### config.mk
export PLATFORM = sky130hd
export DESIGN_NAME = lif_layer_sequencer
export DESIGN_NICKNAME = d
export VERILOG_FILES = /design/src/rtl/lif_layer_sequencer.sv
export SDC_FILE = /design/constraint.sdc
export NUM_CORES = 1
export LEC_CHECK = 0
export BUFFER_PORTS_ARGS = -buffer_cell sky130_fd_sc_hd__buf_2
export CORE_MARGIN = 2
export CORE_UTILIZATION = 47
export DETAILED_ROUTE_END_ITERATION = 16
export HOLD_SLACK_MARGIN = 0.02
export PLACE_DENSITY = 0.79
export SYNTH_ARGS = -nofsm -noshare
export SYNTH_HDL_FRONTEND = slang
export SYNTH_SLANG_ARGS = --single-unit
export TNS_END_PERCENT = 100
### constraint.sdc
create_clock -name clk -period 2.4 [get_ports clk]
set_clock_uncertainty 0.05 [all_clocks]
set_input_delay 0.12 -clock clk [delete_from_list [all_inputs] [get_ports clk]]
set_output_delay 0.12 -clock clk [all_outputs]
set_load 0.02 [all_outputs]
### src/rtl/lif_layer_sequencer.sv
// lif_layer_sequencer: shares one combinational LIF datapath across NEURONS neurons.
// Holds per-neuron weights and membranes; takes one input vector and returns one spike vector per step.
module lif_layer_sequencer #(
    parameter int SYNAPSES       = 8,
    parameter int NEURONS        = 4,
    parameter int MEMBRANE_BITS  = $clog2(SYNAPSES) + 2,
    parameter int THRESHOLD_BITS = MEMBRANE_BITS - 1
) (
    input  logic                             clk,
    input  logic                             reset,
    input  logic                             cfg_we,
    input  logic [$clog2(NEURONS)-1:0]       cfg_addr,
    input  logic [SYNAPSES-1:0]              cfg_weights,
    input  logic                             clear_state,
    input  logic [2:0]                       shift,
    input  logic [THRESHOLD_BITS-1:0]        threshold,
    input  logic                             in_valid,
    output logic                             in_ready,
    input  logic [SYNAPSES-1:0]              in_spikes,
    output logic                             out_valid,
    input  logic                             out_ready,
    output logic [NEURONS-1:0]               out_spikes,
    output logic                             busy,
    output logic [SYNAPSES-1:0]              dp_inputs,
    output logic [SYNAPSES-1:0]              dp_weights,
    output logic signed [MEMBRANE_BITS-1:0]  dp_last_membrane,
    output logic [2:0]                       dp_shift,
    output logic [THRESHOLD_BITS-1:0]        dp_threshold,
    input  logic signed [MEMBRANE_BITS-1:0]  dp_new_membrane,
    input  logic                             dp_is_spike,
    input  logic [$clog2(NEURONS)-1:0]       mem_rd_addr,
    output logic signed [MEMBRANE_BITS-1:0]  mem_rd_data
);
    localparam int IW = $clog2(NEURONS);

    typedef enum logic [1:0] {IDLE, RUN, DONE} state_t;

    state_t                           state_q, state_d;
    logic [IW-1:0]                    idx_q, idx_d;
    logic [SYNAPSES-1:0]              in_spikes_q, in_spikes_d;
    logic [2:0]                       shift_q, shift_d;
    logic [THRESHOLD_BITS-1:0]        threshold_q, threshold_d;
    logic [NEURONS-1:0]               spike_acc_q, spike_acc_d;
    logic [SYNAPSES-1:0]              weights_q [NEURONS];
    logic [SYNAPSES-1:0]              weights_d [NEURONS];
    logic signed [MEMBRANE_BITS-1:0]  membrane_q [NEURONS];
    logic signed [MEMBRANE_BITS-1:0]  membrane_d [NEURONS];

    // A pending clear blocks the accept so the clear and a new step never share an edge.
    assign in_ready         = (state_q == IDLE) && !clear_state;
    assign busy             = state_q != IDLE;
    assign out_valid        = state_q == DONE;
    assign out_spikes       = spike_acc_q;
    assign dp_inputs        = in_spikes_q;
    assign dp_weights       = weights_q[idx_q];
    assign dp_last_membrane = membrane_q[idx_q];
    assign dp_shift         = shift_q;
    assign dp_threshold     = threshold_q;
    assign mem_rd_data      = membrane_q[mem_rd_addr];

    always_comb begin
        state_d     = state_q;
        idx_d       = idx_q;
        in_spikes_d = in_spikes_q;
        shift_d     = shift_q;
        threshold_d = threshold_q;
        spike_acc_d = spike_acc_q;
        weights_d   = weights_q;
        membrane_d  = membrane_q;
        case (state_q)
            IDLE: begin
                if (cfg_we) weights_d[cfg_addr] = cfg_weights;
                if (clear_state) begin
                    membrane_d = '{default: '0};
                end else if (in_valid) begin
                    in_spikes_d = in_spikes;
                    shift_d     = shift;
                    threshold_d = threshold;
                    idx_d       = '0;
                    spike_acc_d = '0;
                    state_d     = RUN;
                end
            end
            RUN: begin
                membrane_d[idx_q]  = dp_new_membrane;
                spike_acc_d[idx_q] = dp_is_spike;
                idx_d              = idx_q + 1'b1;
                if (idx_q == IW'(NEURONS - 1)) state_d = DONE;
            end
            DONE: if (out_ready) state_d = IDLE;
            default: state_d = IDLE;
        endcase
    end

    always_ff @(posedge clk or posedge reset) begin
        if (reset) begin
            state_q     <= IDLE;
            idx_q       <= '0;
            in_spikes_q <= '0;
            shift_q     <= '0;
            threshold_q <= '0;
            spike_acc_q <= '0;
            weights_q   <= '{default: '0};
            membrane_q  <= '{default: '0};
        end else begin
            state_q     <= state_d;
            idx_q       <= idx_d;
            in_spikes_q <= in_spikes_d;
            shift_q     <= shift_d;
            threshold_q <= threshold_d;
            spike_acc_q <= spike_acc_d;
            weights_q   <= weights_d;
            membrane_q  <= membrane_d;
        end
    end
endmodule
==> summary.txt <==
Place
  • Area after DPL: 4130 um2
  • Place WS: 0.531 ns
  • IO Port Bufs: 78
  • GP Congestion: 0.768
  • Post-DP HPWL: 5390 um

Run
  • Max Cap Viol: 0

Yosys
  • Post-Syn Area per Cell: 15.1 um2
  • Register area share after synthesis: a little over half
  • Count leader, synth: dfrtp_1
  • Synth Net Count: between 200 and 300
  • Synth unique cells: 30
  • Synth area leader: dfrtp_1
  • Ys Warns: 0
  • Flops & latches, synth: 75
  • Synth top area cells: dfrtp_1 52%, mux2_2 16%, mux4_2 11%
  • Netlist Area Pre-Place: 3590 um2
  • Mapped Cells: 238
  • Primary FF master, synth: dfrtp_1
  • Synth cell count leaders: 75 x dfrtp_1, 52 x mux2_2, 33 x a22o_1
  • Post-synth top area share: a little over half
  • Post-synth ARST share: 100%
  • Number of synthesized flops with an enable pin: 0

Pwr
  • Clock network power share: 17.1%
  • PwrDens: approximately 1400 nW/um2
  • Comb power frac: 46.9%
  • Int Pwr: 0.00388 W
  • Leakage power: between 2 and 2.5 nW
  • Net Switching: 0.00240 W
  • Seq pwr share: ~36%
  • Switching share of total power: 38.2%
  • Worst IR Drop VDD: 0.834 mV

Global route
  • Pin count of the biggest net entering global routing: 39
  • Antenna violations before repair: 0
  • First-pass GRT wire length: 12,900 um
  • Remaining global-route overflow: 0
  • Tot GR Track Use: 20.1%
  • Vias in the first global route: 2,525

Timing
  • Final period util: 78.8%
  • Worst rel slew slack: a little under a third
  • Max-slew violation count: 0
  • Minimum clock period: 1.89 ns
  • RSZ-0062 raised after global routing: no
  • Fmax: between 500 and 600 MHz
  • Final setup vio count: 0
  • Slew @ Worst Pin: 1.04 ns
  • Endpoints failing hold: 0
  • Setup TNS: 0 ns
  • Final WS setup: about 0.5 ns

Clocking
  • Longest Clk Path Bufs: 2
  • Total CTS buffers: 9
  • Clk Latency, worst-skew pair: roughly 0.34 ns
  • CTS root buffer: clkbuf_8
  • Sink Count: 75
  • H-tree depth: 3
  • CTS tree: yes
  • Clock transition at path regs: 0.08 ns

Worst setup path
  • Critical Path End Type: register
  • CP Class: reg2reg
  • Worst Path Required: 2.58 ns
  • CP arrival: 2.07 ns
  • Worst setup SP type: register
  • CP peak stage delay: 0.51 ns
  • Cell chain of the critical path: inv_1, ha_1, mux2i_1, nor2_1, mux2_2
  • Largest fanout on the critical path: 5
  • CP max-delay cell: nor2_1
  • Reg2reg setup slack: 0.51 ns

Route
  • Remaining DRCs: 0
  • Routed via count: roughly 2,500
  • Wire per inst: 17.6 um
  • DRT antenna net count: 0
  • Drt pass-1 iters: 4
  • 1st-iter DRT viols: 163
  • Drt total wl: 7990 um
  • Via density: 5.43

Cells and area
  • P&R area growth vs syn: 28.3%
  • Diode count: 0
  • Layout cells sized above 1: 50.8%
  • Final Instance Area: approximately 4600 um2
  • Fillers: around 550
  • Nets: roughly 390
  • Fin util: between 60% and 70%

Floorplan
  • Width of the die: 91.4 um
  • Initial Util: between 40% and 50%
  • Die span in y: 91.4 um
  • Placement row count: 31
  • IO Count: between 70 and 80
  • Core footprint: 7330 um2
  • Die area: around 8400 um2

Outcome
  • Outcome: finished clean

Worst hold path
  • Worst Hold Class: in2reg
## flip-flops by register name (all words and copies together) (netlist names)
| signal | count |
|---|---|
| state_q | 2 |
| weights_q | 32 |
| dp_inputs | 8 |
| idx_q | 2 |
| out_spikes | 4 |
| dp_shift | 3 |
| membrane_q | 20 |
| dp_threshold | 4 |
## kinds of logic (layout without fill, tap and decap cells)
| family | count (synthesis) | after routing | synth area share, % |
|---|---|---|---|
| compound gates | 39 | 39 | 9.24 |
| fa+ha+maj | 5 | 5 | 1.74 |
| buf+inv | 20 | 136 | 2.61 |
| flops | 75 | 75 | 52.3 |
| mux | 75 | 75 | 29.0 |
| simple gates | 24 | 24 | 5.12 |
## placed cells by master, fill, tap and decap left out, types with 2 or more instances in the layout
master	n
buf_2	78
dfrtp_1	75
mux2_2	52
a22o_1	33
dlygate4sd3_1	25
mux4_2	18
clkbuf_8	9
buf_4	9
inv_1	5
nor2b_1	5
mux2i_1	5
and3_1	5
ha_1	5
nor4b_4	2
nand2_1	2
nand2b_1	2
o21ai_0	2
inv_2	2
nor2_1	2
inv_6	2
bufinv_16	2
## power by group through the flow
stage          logic, W  clock network (W)  registers (W)
6_report        0.00294            0.00108        0.00226
5_1_grt         0.00316            0.00115        0.00234
4_1_cts         0.00295            0.00109        0.00225
3_5_place_dp    0.00291                  0        0.00226
3_3_place_gp    0.00285                  0        0.00223
2_1_floorplan   0.00198                  0        0.00233
## metal layers
layer  part of all wire [%]  track usage [%]
met5                      0                0
met3                    5.7             4.56
met1                     44             26.6
met2                     49             32.0
met4                    1.6             8.33
## critical path, delay by kind of cell, from the launching register on
kind	cells	cell delay, ns
buffers and inverters	1	0.12
adders and majority gates	1	0.23
muxes	2	0.50
and+or+nand+nor	1	0.51
DFF	1	0.38
## path summary, 6_finish.rpt
check,startpoint,to,depth (start not counted)
worst min-delay path,dp_new_membrane[1],membrane_q[1],3
worst min register to register,dp_inputs[1],dp_inputs[1],1
max in group asynchronous,reset,membrane_q[4],4
worst max-delay path,idx_q[1],membrane_q[14],5
min in group asynchronous,reset,dp_inputs[5],3
worst max register to register,idx_q[1],membrane_q[14],5
## layout make-up
type	count	area, um2	area share [%]
Sequential cell	75	1880	40.7
Clock inverter	7	98.8	2.15
Multi-Input combinational cell	143	1630	35.3
Timing Repair Buffer	113	728	15.8
Clock buffer	9	124	2.69
Inverter	7	26.3	0.570
Tap cell	99	124	2.69
## stage by stage
stage | power [W] | hold slack, ns | instances
after global placement | 0.00507 | 0.253 | 412
after detailed placement | 0.00518 | 0.270 | 412
final | 0.00628 | 0.116 | 453
after CTS | 0.00630 | 0.102 | 453
after floorplan | 0.00432 | 0.221 | 238
after global routing | 0.00665 | 0.121 | 453
## what timing repair did
item                                   in CTS  in global routing
setup endpoints to repair                   0                  0
hold buffers                               25                  0
endpoints found under the hold margin      84                  0
setup buffers                               0                  0
resized for setup                           0                  0
No activity file was read; power rests on OpenSTA's default activity.
